==> config.mk <==
export PLATFORM = sky130hd
export DESIGN_NAME = g_truncated
export DESIGN_NICKNAME = d
export VERILOG_FILES = /design/src/rtl/g_truncated.sv
export SDC_FILE = /design/constraint.sdc
export NUM_CORES = 1
export LEC_CHECK = 0
export ABC_AREA = 1
export CAP_MARGIN = 30
export CELL_PAD_IN_SITES_DETAIL_PLACEMENT = 1
export CELL_PAD_IN_SITES_GLOBAL_PLACEMENT = 2
export CORE_MARGIN = 2
export CORE_UTILIZATION = 19
export CTS_CLUSTER_DIAMETER = 30
export CTS_CLUSTER_SIZE = 14
export DETAILED_ROUTE_END_ITERATION = 10
export PLACE_DENSITY_LB_ADDON = 0.1
export SYNTH_ARGS = -nofsm -noshare
export SYNTH_HDL_FRONTEND = slang
export SYNTH_SLANG_ARGS = --single-unit
==> constraint.sdc <==
create_clock -name Clk -period 1 [get_ports Clk]
set_clock_uncertainty 0.2 [all_clocks]
set_input_delay 0.15 -clock Clk [delete_from_list [all_inputs] [get_ports Clk]]
set_output_delay 0.15 -clock Clk [all_outputs]
set_load 0.01 [all_outputs]
==> src/rtl/g_truncated.sv <==
// Registered bit-field truncation: keeps the low N bits of In1 and zero-fills or sign-extends the rest.
// One cycle from an enabled capture to FinalOut/Valid; there is no stall path, so Enable is always accepted.
module g_truncated #(
   parameter int WIDTH = 32,
   parameter int LW    = 6
) (
   input  logic             Clk,
   input  logic             Rst,
   input  logic [WIDTH-1:0] In1,
   input  logic [31:0]      In2,
   input  logic             Enable,
   input  logic             SignExt,
   output logic [WIDTH-1:0] FinalOut,
   output logic             Valid
);

   logic             w_sat;
   logic [LW-2:0]    w_len;
   logic [LW-2:0]    w_top;
   logic [WIDTH-1:0] w_mask;
   logic             w_sign;
   logic [WIDTH-1:0] w_res;

   logic [WIDTH-1:0] r_out;
   logic             r_vld;

   // All 32 bits take part in the compare, so large requests saturate rather than wrap.
   assign w_sat = (In2 >= 32'(WIDTH));
   assign w_len = In2[LW-2:0];
   assign w_top = w_len - 1'b1;

   // When the length is below WIDTH the shift amount stays in range, so no overflow case exists.
   assign w_mask = w_sat ? {WIDTH{1'b1}} : ~({WIDTH{1'b1}} << w_len);

   assign w_sign = SignExt && !w_sat && (w_len != '0) && In1[w_top];
   assign w_res  = (In1 & w_mask) | (w_sign ? ~w_mask : '0);

   always_ff @(posedge Clk or posedge Rst) begin
      if (Rst) begin
         r_out <= '0;
         r_vld <= 1'b0;
      end else begin
         r_vld <= Enable;
         if (Enable) begin
            r_out <= w_res;
         end
      end
   end

   assign FinalOut = r_out;
   assign Valid    = r_vld;

endmodule

# [Yosys cells after proc, flatten, opt, wreduce, memory -nomap -nowiden]
# Index checks and enable logic that the tools add are counted.
[word_totals] regBits=33 input_bits=68 output_inout_bits=33
[classes] add_sub_neg=1 order_cmp=2 n_shift=1 muxes=4 bitwise_logic=4 reduce_logical=5
[ops] operator="$mux W32" n=2
[ops] operator="$not A32 Y32" n=2
[ops] operator="$and A32 B32 Y32" n=1
[ops] operator="$ge A32 B6 Y1 const B" n=1
[ops] operator="$or A32 B32 Y32" n=1
[ops] operator="$shl A32 B5 Y32 const A" n=1
[ops] operator="$lt A5 B6 Y1 const B" n=1
[ops] operator="$bmux W1 S5" n=1
[ops] operator="$reduce_bool A5 Y1" n=1
[ops] operator="$sub A5 B1 Y5 const B" n=1
[ops] operator="$logic_and A1 B1 Y1" n=3
[ops] operator="$logic_not A1 Y1" n=1
[ops] operator="$mux W1" n=1

# [Logic depth before layout (Yosys ltp)]
[depth] ltp_word=7 mapped_depth=17 ltp_nobuf=14

# [Worst setup path after synthesis]
# OpenSTA, ideal clock, no wires.
[synth_path] path_kind="input-to-reg" startpoint="in In2[0]" endpoint="reg r_out[15], in the netlist FinalOut[15]" setup_ps=117 arrival_ps=1745 slack_ps=-1061 stages=16 cell_sequence="buf_6 inv_2 buf_6 ha_1 buf_2 inv_1 nand3_1 nand3_1 nand3_1 nand2_1 nand2_1 nand3_2 buf_6 nand2_1 nand2_1 nand2_1"
[synth_via] elab_chain_len=7 word_cells_on_any_way=16
[synth_lines] element="start, declared" line_no="10" rtl="input logic [31:0] In2,"
[synth_lines] element="branches (longest 6 deep; another with $sub A5 B1 Y5)"
[synth_lines] element="$or A32 B32 Y32 (*)" line_no="36" rtl="assign w_res = (In1 & w_mask) | (w_sign ? ~w_mask : '0);"
[synth_lines] element="end signal, assigned" line_no="45" rtl="r_out <= w_res;"
[synth_lines] element="end, declared" line_no="24" rtl="logic [WIDTH-1:0] r_out;"
# Mark *: on every way between the ends. The select of a mux whose other input is x is not followed.
# A chain may end at the register's enable or synchronous reset.

# [Final worst setup path]
[layout_path] startpoint="in In2[0]" endpoint="reg r_out[1], in the netlist FinalOut[1]"
# The elaborated chain is that of the path after synthesis.

==> impl_metrics.tcl <==
set metrics [dict create \
    initial_core_util 0.193 \
    antennaDiodeCount 0 \
    cp_data_arrival_time_ps 1610 \
    core_mm2 0.0138 \
    row_count 43 \
    layout.area.seq_um2 826 \
    yosys_warnings 0 \
    fin_cells 813 \
    netlist_area_mm2 0.00266 \
    rr_endpoint "FinalOut[17]$_DFFE_PP0P_" \
    synth_top_cell_by_area "dfrtp_1" \
    drive_gt1_frac 0.387 \
    dpl_cell_area_mm2 0.00429 \
    violations "negative setup slack" \
    yosysUniqueCellTypes 21 \
    cp.required_ps 980 \
    synth_area_leaders "dfrtp_1 31%, nand2_1 31%, inv_1 11%" \
    clk_pin_slew_ps 50 \
    grt_pass1_vias 3536 \
    status "complete, but fails checks" \
    postSynthAreaPerCell_um2 5.72 \
    maxCapViolCount 0 \
    layout.nets 703 \
    cts.sinks 33 \
    cp-start-kind "input port" \
    dr_total_vias 3402 \
    syn_inst 465 \
    crit_buf_inv 6 \
    max-slew-margin-rel 0.752 \
    hold_viol 0 \
    place_hpwl_um 8750 \
    final_area_mm2 0.00489 \
    wl_per_cell_um 14.3 \
    fin_tns_setup_ps -22930 \
    dieArea_mm2 0.0150 \
    seq_area_frac_synth 0.310 \
    grt_max_degree 30 \
    syn_nets 536 \
    first_iter_violations 67 \
    crit_fanout 8 \
    fin_util 0.355 \
    gr-total-overflow 0 \
    cts_tree "done" \
    cts.path.max_buffers 2 \
    multiInputGateArea_mm2 0.00178 \
    die_h_um 122 \
    synth_top_area_frac 0.310 \
    drv_slew 0 \
    hp-class "in2async" \
    ys_ff_latch 33 \
    p_leak_nw 2.71 \
    insertion_delay_ps 290 \
    period_minus_slack_ps 1630 \
    clock.fmax_mhz 612 \
    synth_common_cells "217 x nand2_1, 81 x inv_1, 33 x dfrtp_1" \
    groute.usage.overall 0.162 \
    crit_family "buffers and inverters" \
    setup.worst_path.end "FinalOut[1]$_DFFE_PP0P_" \
    io_pins 101 \
    clock-root-buffer "clkbuf_16" \
    ir_drop_mv 0.455 \
    setup_slack_ps -634 \
    rsz0062_at_grt "yes" \
    power.density_mw_per_mm2 993 \
    io_buffers 100 \
    hold_buffers 0 \
    syn_to_final_growth_pct 83.6 \
    slowest_delay_ps 210 \
    grt_pass1_wl_um 18700 \
    htree_levels 2 \
    worst_r2r_startpoint "FinalOut[17]$_DFFE_PP0P_" \
    remaining_drc_errors 0 \
    critical_path.startpoint "In2[0]" \
    tightest_slew_ps 370 \
    routabilityCongestion 0.844 \
    firstDrtPassIters 4 \
    routed_wl_um 11700 \
    cp_cell_sequence "buf_8 > inv_8 > ha_4 > buf_12 > inv_12 > nand3_2 > nand3_2 > nand3_2 > nand2_2 > nand2_2 > nand3_4 > buf_6 > buf_12 > nand2_2 > nand2_1 > nand2_1" \
    critPathKind "in2reg" \
    worst-path-stages 16 \
    async_reset_ff_frac 1.00 \
    synth_edf_count 0 \
    dp.cells 779 \
    worstSetupEndpointType "register" \
    min_period_over_period 1.63 \
    ant_nets 0 \
    antenna_found_initial 0 \
    numCtsBuffers 5 \
    reg2reg_depth 4 \
    setup_viol 65 \
    die_w_um 122 \
    detail_route.vias_per_cell 4.18 \
    reg2reg_slack_ps -20 \
    num-fill-cells 1786 \
    crit_slowest_cell "ha_4" \
    synth_ff_type "dfrtp_1" \
    yosysMostFrequentCell "nand2_1" \
]
## repair_timing
| item | in CTS | in global routing |
|---|---|---|
| endpoints found under the setup margin | 65 | 65 |
| pin swaps | 27 | 22 |
| gates cloned | 4 | 0 |
| gates resized for setup | 324 | 64 |
| buffers inserted | 16 | 12 |
## registers in the layout, summed over array words and instances, names as in the netlist
| signal | count |
|---|---|
| FinalOut | 32 |
| Valid | 1 |
## routing by layer
metal	vias to the layer above	global-route usage	share of wire
met5	-	0	0
met3	8	0.0246	0.039
li1	1721	-	-
met4	0	0.0438	0.013
met1	1601	0.213	0.47
met2	72	0.275	0.48
## tightest hold or removal path: stages
cell             delay, ps
clkdlybuf4s50_1        450
clkinvlp_4             130
buf_12                 150
## stage by stage
stage | setup WS [ps] | power, mW | hold slack (ps)
2_1_floorplan | -819 | 2.09 | -115
3_3_place_gp | -1410 | 2.95 | 266
3_5_place_dp | -1430 | 2.96 | 264
4_1_cts | -612 | 4.83 | 57.5
5_1_grt | -710 | 5.12 | 86.8
6_report | -634 | 4.85 | 56.8
## layout by cell type, fill, tap and decap left out, drive strengths merged
cell type / n
clkdlybuf4s50: 4
nand4: 7
xor2: 1
ha: 3
dlygate4sd2: 34
buf: 122
dfrtp: 33
clkinvlp: 1
nand3: 29
bufinv: 1
or2: 1
clkbuf: 12
a21oi: 32
inv: 83
nand2: 218
o21ai: 6
nor3: 2
clkdlybuf4s15: 13
nor2: 31
## final cells by class
| type | count | area share |
|---|---|---|
| Tap cell | 180 | 0.0461 |
| Clock inverter | 1 | 0.00615 |
| Timing Repair Buffer | 178 | 0.312 |
| Multi-Input combinational cell | 330 | 0.365 |
| Clock buffer | 7 | 0.0292 |
| Sequential cell | 33 | 0.169 |
| Inverter | 84 | 0.0730 |
## worst min-delay path by stage
stage	start	endpoint	slack [ps]	cells past startpoint
after floorplan	Rst	FinalOut[0]$_DFFE_PP0P_	-120	1
after global placement	FinalOut[2]$_DFFE_PP0P_	FinalOut[2]$_DFFE_PP0P_	270	2
after detailed placement	FinalOut[28]$_DFFE_PP0P_	FinalOut[28]$_DFFE_PP0P_	260	2
after CTS	Rst	FinalOut[31]$_DFFE_PP0P_	60	3
after global routing	Rst	Valid$_DFF_PP0_	90	3
final	Rst	FinalOut[8]$_DFFE_PP0P_	60	3
## power by group
part | internal (mW) | switching [mW] | total [mW]
clock | 1.25 | 0.612 | 1.86
sequential | 1.45 | 0.0571 | 1.51
combinational | 0.722 | 0.761 | 1.48
## cells by family after synthesis
family,count (synthesis),synth area share
flops,33,0.310
simple gates,288,0.436
buf+inv,102,0.165
compound gates,38,0.0715
fa+ha+maj,3,0.0141
xor+xnor,1,0.00329
No activity file was read; power rests on OpenSTA's default activity.
